`src/rtl/avc_pkg.sv`:
```
// Shared definitions for the parametrised access vector cache:
// operation encoding and index-width helper.
package avc_pkg;

    typedef enum logic [1:0] {
        AVC_LOOKUP     = 2'b00,
        AVC_INSERT     = 2'b01,
        AVC_INVALIDATE = 2'b10,
        AVC_FLUSH      = 2'b11
    } avc_op_e;

    function automatic int idx_width(input int depth);
        return (depth < 2) ? 1 : $clog2(depth);
    endfunction

endpackage

```
`src/rtl/avc_match.sv`:
```
// Combinational tag matcher: finds the entry holding req_id and the
// lowest-index invalid entry.
import avc_pkg::*;

module avc_match #(
    parameter int ID_W  = 15,
    parameter int DEPTH = 8,
    parameter int IDX_W = idx_width(DEPTH)
) (
    input  logic [ID_W-1:0]  tags [DEPTH],
    input  logic [DEPTH-1:0] valids,
    input  logic [ID_W-1:0]  req_id,
    output logic             match_any,
    output logic [IDX_W-1:0] match_idx,
    output logic             free_any,
    output logic [IDX_W-1:0] free_idx
);

    // First hit wins in both scans, so the free slot is always the lowest index.
    always_comb begin
        match_any = 1'b0;
        match_idx = '0;
        free_any  = 1'b0;
        free_idx  = '0;
        for (int i = 0; i < DEPTH; i++) begin
            if (!match_any && valids[i] && (tags[i] == req_id)) begin
                match_any = 1'b1;
                match_idx = IDX_W'(i);
            end
            if (!free_any && !valids[i]) begin
                free_any = 1'b1;
                free_idx = IDX_W'(i);
            end
        end
    end

endmodule

```
`src/rtl/avc_param.sv`:
```
// Parametrised access vector cache: fully associative ID-to-permission
// store with insert/invalidate/flush, round-robin replacement and hit/miss stats.
import avc_pkg::*;

module avc_param #(
    parameter int ID_W   = 15,
    parameter int PERM_W = 2,
    parameter int DEPTH  = 8,
    parameter int CNT_W  = 16
) (
    input  logic              clk,
    input  logic              rst,
    input  logic              req_valid,
    input  logic [1:0]        req_op,
    input  logic [ID_W-1:0]   req_id,
    input  logic [PERM_W-1:0] req_perm,
    output logic              req_ready,
    output logic              rsp_valid,
    output logic              rsp_hit,
    output logic [PERM_W-1:0] rsp_perm,
    output logic [CNT_W-1:0]  hit_cnt,
    output logic [CNT_W-1:0]  miss_cnt
);

    localparam int IDX_W = idx_width(DEPTH);

    logic [ID_W-1:0]   tags  [DEPTH];
    logic [PERM_W-1:0] perms [DEPTH];
    logic [DEPTH-1:0]  valids;
    logic [IDX_W-1:0]  rr_ptr;
    logic              ready_q;

    logic              match_any;
    logic [IDX_W-1:0]  match_idx;
    logic              free_any;
    logic [IDX_W-1:0]  free_idx;
    logic              accept;
    avc_op_e           op;

    assign req_ready = ready_q;
    assign accept    = req_valid && ready_q;
    assign op        = avc_op_e'(req_op);

    avc_match #(
        .ID_W  (ID_W),
        .DEPTH (DEPTH),
        .IDX_W (IDX_W)
    ) u_match (
        .tags      (tags),
        .valids    (valids),
        .req_id    (req_id),
        .match_any (match_any),
        .match_idx (match_idx),
        .free_any  (free_any),
        .free_idx  (free_idx)
    );

    // Array and response both update on the accepting edge, so the next
    // request already sees this one's effect.
    always_ff @(posedge clk) begin
        if (rst) begin
            for (int i = 0; i < DEPTH; i++) begin
                tags[i]  <= '0;
                perms[i] <= '0;
            end
            valids    <= '0;
            rr_ptr    <= '0;
            ready_q   <= 1'b0;
            rsp_valid <= 1'b0;
            rsp_hit   <= 1'b0;
            rsp_perm  <= '0;
            hit_cnt   <= '0;
            miss_cnt  <= '0;
        end else begin
            ready_q   <= 1'b1;
            rsp_valid <= accept;
            rsp_hit   <= 1'b0;
            rsp_perm  <= '0;
            if (accept) begin
                case (op)
                    AVC_LOOKUP: begin
                        if (match_any) begin
                            rsp_hit  <= 1'b1;
                            rsp_perm <= perms[match_idx];
                            if (hit_cnt != '1) hit_cnt <= hit_cnt + 1'b1;
                        end else begin
                            if (miss_cnt != '1) miss_cnt <= miss_cnt + 1'b1;
                        end
                    end
                    AVC_INSERT: begin
                        if (match_any) begin
                            rsp_hit          <= 1'b1;
                            rsp_perm         <= perms[match_idx];
                            perms[match_idx] <= req_perm;
                        end else if (free_any) begin
                            tags[free_idx]   <= req_id;
                            perms[free_idx]  <= req_perm;
                            valids[free_idx] <= 1'b1;
                        end else begin
                            tags[rr_ptr]  <= req_id;
                            perms[rr_ptr] <= req_perm;
                            rr_ptr <= (rr_ptr == IDX_W'(DEPTH - 1)) ? '0 : rr_ptr + 1'b1;
                        end
                    end
                    AVC_INVALIDATE: begin
                        if (match_any) begin
                            rsp_hit           <= 1'b1;
                            rsp_perm          <= perms[match_idx];
                            valids[match_idx] <= 1'b0;
                        end
                    end
                    AVC_FLUSH: begin
                        valids <= '0;
                        rr_ptr <= '0;
                    end
                    default: ;
                endcase
            end
        end
    end

endmodule

```
`config.mk`:
```
export PLATFORM = sky130hd
export DESIGN_NAME = avc_param
export DESIGN_NICKNAME = d
export VERILOG_FILES = /design/src/rtl/avc_pkg.sv /design/src/rtl/avc_match.sv /design/src/rtl/avc_param.sv
export SDC_FILE = /design/constraint.sdc
export NUM_CORES = 1
export LEC_CHECK = 0
export ABC_AREA = 0
export CAP_MARGIN = 15
export CORE_MARGIN = 3
export CORE_UTILIZATION = 54
export CTS_CLUSTER_DIAMETER = 120
export DETAILED_ROUTE_END_ITERATION = 16
export PLACE_DENSITY_LB_ADDON = 0.15
export SKIP_LAST_GASP = 1
export SYNTH_ARGS = -nofsm -noshare
export SYNTH_HDL_FRONTEND = slang
export SYNTH_SLANG_ARGS = --single-unit
```
`constraint.sdc`:
```
create_clock -name clk -period 2.85 [get_ports clk]
set_input_delay 0.57 -clock clk [delete_from_list [all_inputs] [get_ports clk]]
set_output_delay 0.57 -clock clk [all_outputs]
set_load 0.05 [all_outputs]
```
==> metrics.cfg <==
[run_status]
status = finished, violations left
violations = setup timing

[critical_path]
r2r_end = perms[5][1]
arrival_ns = 3.01
path_class = in -> reg
critical_path_required_ns = 2.99
rr_worst_depth = 9
endpoint_kind = register
r2r_start = tags[66]
start_kind = primary input
critPathMaxFanout = 8
ff2ff_setup_slack_ns = 0.09

[clocking]
post_cts_hold_buffer_count = 0
cts_sinks = 184
cts_buffer_depth = 2
cts_tree = done
numCtsBuffers = 17
clk-insertion-delay-late_ns = 0.44
htree_levels = 4
clkTransAtPathRegs_ns = 0.07
cts_root_buf = clkbuf_16

[sta]
post-route-period-util_pct = 100
slew_viol_final = 0
rsz0062_at_grt = true
fin_crit_ns = 2.86
worst_pin_slew_ns = 0.890
fin_skew_ns = 0.0134
slew_headroom_pct = 40.6
final_hold_viol_count = 0
max_freq_mhz = 349
worst_slack_ns = -0.0132
finalSetupViolCount = 6

[cells_and_area]
n_antenna_cell = 0
postLayoutCoreUtil_pct = 75.0
synthToLayoutAreaGrowth_pct = 35.5
drive_gt1_share_pct = 29.7
fill_cells = 1242
fin_area_mm2 = 0.0136
finalNetCount = 1284

[route]
wl_per_cell_um = 19.8
drtAntennaViolNets = 0
wirelength_met1_mm = 12.8
finalWirelength_mm = 29.7
drt_iter0_markers = 740
top_layer = met4
wl_met3_mm = 1.83
drc_errors = 0
dr.pass1.iters = 5
num_vias = 8918
via_per_inst = 5.95
wl_met2_mm = 14.2

[floorplanning]
core_mm2 = 0.0181
dieArea_mm2 = 0.0202
die_height_um = 142
rows = 49
io_pins = 59
die-width_um = 142
start_util_pct = 55.4

[synthesis]
yosysTopAreaCell = dfxtp_1
synth_top_area_share_pct = 33.6
synth_cell_type_count = 75
synthesis.nets = 1106
yosys-top-cells-count = 168 x dfxtp_1, 122 x xnor2_1, 120 x nor2_1, 78 x mux2i_1, 77 x nand2_1
synth_edf_count = 16
syn_inst = 1080
yosysMostFrequentCell = dfxtp_1
synth-seq-area-share_pct = 38.4
yosysWarningCount = 0
syn_area_mm2 = 0.0100
synth-main-ff-cell = dfxtp_1
synth_area_leaders = dfxtp_1 34%, xnor2_1 11%, mux2i_1 7.8%
avgSynthCellArea_um2 = 9.27
async_flop_share_pct = 0
synth-seq-cells = 184

[placement]
globalplace.congestion = 0.946
place_area_mm2 = 0.0116
hpwlAfterDp_mm = 18.2
port_buffers = 58

[grt]
grt_pass1_vias = 8387
grt_pass1_wl_mm = 44.7
grt_use_total_pct = 28.1
grt_max_degree = 170
grt_antenna_before_repair = 0
overflow = 0

[power_and_ir_drop]
max-vdd-ir-drop_v = 0.000415
sw_frac_of_total_pct = 24.3
powerDensity_mw_per_mm2 = 420
p_seq_share_pct = 46.2
clkPwrFrac_pct = 42.5
power_leakage_nw = 5.44
p_sw_mw = 1.39
power_mw = 5.70
intPower_mw = 4.31
pwr-share-comb_pct = 11.4

[min_path]
min_path_type = reg -> reg
min-delay-start = tags[97]
min_path_cells = 2
whs_endpoint = tags[97]

[run]
cap_violations = 0

==> layer usage <==
metal | vias to the layer above | track usage [%]
met5 | - | 0
met4 | 0 | 10.4
met3 | 74 | 6.05
met2 | 340 | 43.9
met1 | 4336 | 38.5
li1 | 4168 | -
==> how the worst max path moves through the flow <==
| stage | from | to | cells after the start |
|---|---|---|---|
| detailed placement | req_id[13] | valids[3] | 12 |
| global route | req_id[4] | perms[1][1] | 14 |
| finish | req_id[4] | perms[5][1] | 14 |
| floorplan | req_id[9] | perms[2][0] | 11 |
| CTS | req_id[10] | perms[1][1] | 9 |
| global placement | req_id[13] | valids[3] | 12 |
==> critical path, cell delays in order <==
cell and delay (ns):
dlygate4sd2_1 0.26, buf_12 0.15, buf_8 0.15, xnor2_2 0.17
nand4_1 0.12, nor4_2 0.30, buf_4 0.22, buf_6 0.10
a21boi_2 0.05, o21bai_2 0.21, a2bb2oi_4 0.10, a21oi_4 0.26
buf_12 0.15, a31o_1 0.18
==> registers in the layout, indices dropped and copies added (netlist names) <==
signal / count
rsp_hit: 1
hit_cnt: 16
tags: 120
rsp_valid: 1
rsp_perm: 2
req_ready: 1
perms: 16
miss_cnt: 16
rr_ptr: 3
valids: 8
==> metrics by stage <==
step                cells  hold WS [ns]  setup TNS, ns  worst slack (ns)
floorplan            1080         0.449        -0.0347          -0.00867
global placement     1421         0.454        -118.57            -0.772
detailed placement   1421         0.459        -115.44            -0.821
CTS                  1477         0.469         -0.106           -0.0268
global route         1499         0.487         -0.812           -0.0734
finish               1499         0.470        -0.0525           -0.0132
==> power by group through the flow <==
stage	Clock [mW]	Combinational (mW)	Sequential (mW)
after global placement	0	0.476	2.69
final	2.42	0.647	2.63
after CTS	2.44	0.563	2.63
after global routing	2.55	0.673	2.63
after floorplan	0	0.304	2.69
after detailed placement	0	0.479	2.69
==> logic make-up after synthesis <==
group | Yosys count | synth area share, %
adders and majority gates | 4 | 0.500
DFF | 184 | 38.4
muxes | 78 | 7.80
xor gates and xnor gates | 147 | 13.6
and+or+nand+nor | 446 | 24.5
AOI/OAI and AO/OA | 119 | 8.20
buffers and inverters | 102 | 7.07
==> layout by cell type (no fill, tap or decap), drive strengths merged, types with 3 or more instances in the layout <==
cell type / synthesis / layout
a21oi: 57 / 57
clkinv: 0 / 6
ha: 4 / 4
nand4b: 3 / 3
and3: 20 / 20
nor4: 17 / 17
inv: 16 / 17
edfxtp: 16 / 16
or4: 5 / 5
and4: 3 / 3
nor3b: 9 / 9
nand4: 77 / 77
clkdlybuf4s50: 0 / 42
and2: 8 / 8
a2111oi: 4 / 4
a31o: 4 / 4
buf: 57 / 183
nor2b: 4 / 4
nand2: 79 / 79
xnor2: 132 / 132
nor2: 121 / 121
a31oi: 7 / 7
clkbuf: 29 / 35
mux2i: 78 / 78
nand2b: 10 / 10
o32ai: 3 / 3
nand3: 68 / 68
a211oi: 4 / 4
o21ai: 12 / 12
or3: 3 / 3
a22oi: 5 / 5
o211ai: 5 / 5
dfxtp: 168 / 168
xor2: 15 / 15
nor3: 14 / 14
bufbuf: 0 / 3
==> cell type report <==
type                       instances  area [µm²]  area share (%)
clock buffer                      21         480            3.54
clock inverter                    10         118           0.867
sequential                       184        3840            28.3
tap                              229         287            2.11
multi-input combinational        794        6320            46.5
timing repair buffer             245        2470            18.2
inverter                          16        60.1           0.443
==> repair_timing <==
action,in CTS,in global routing
resized for setup,100,87
setup buffers,20,21
endpoints found under the setup margin,187,128
pin swaps,24,38
gates cloned,6,2
(Power assumes the default switching activity.)
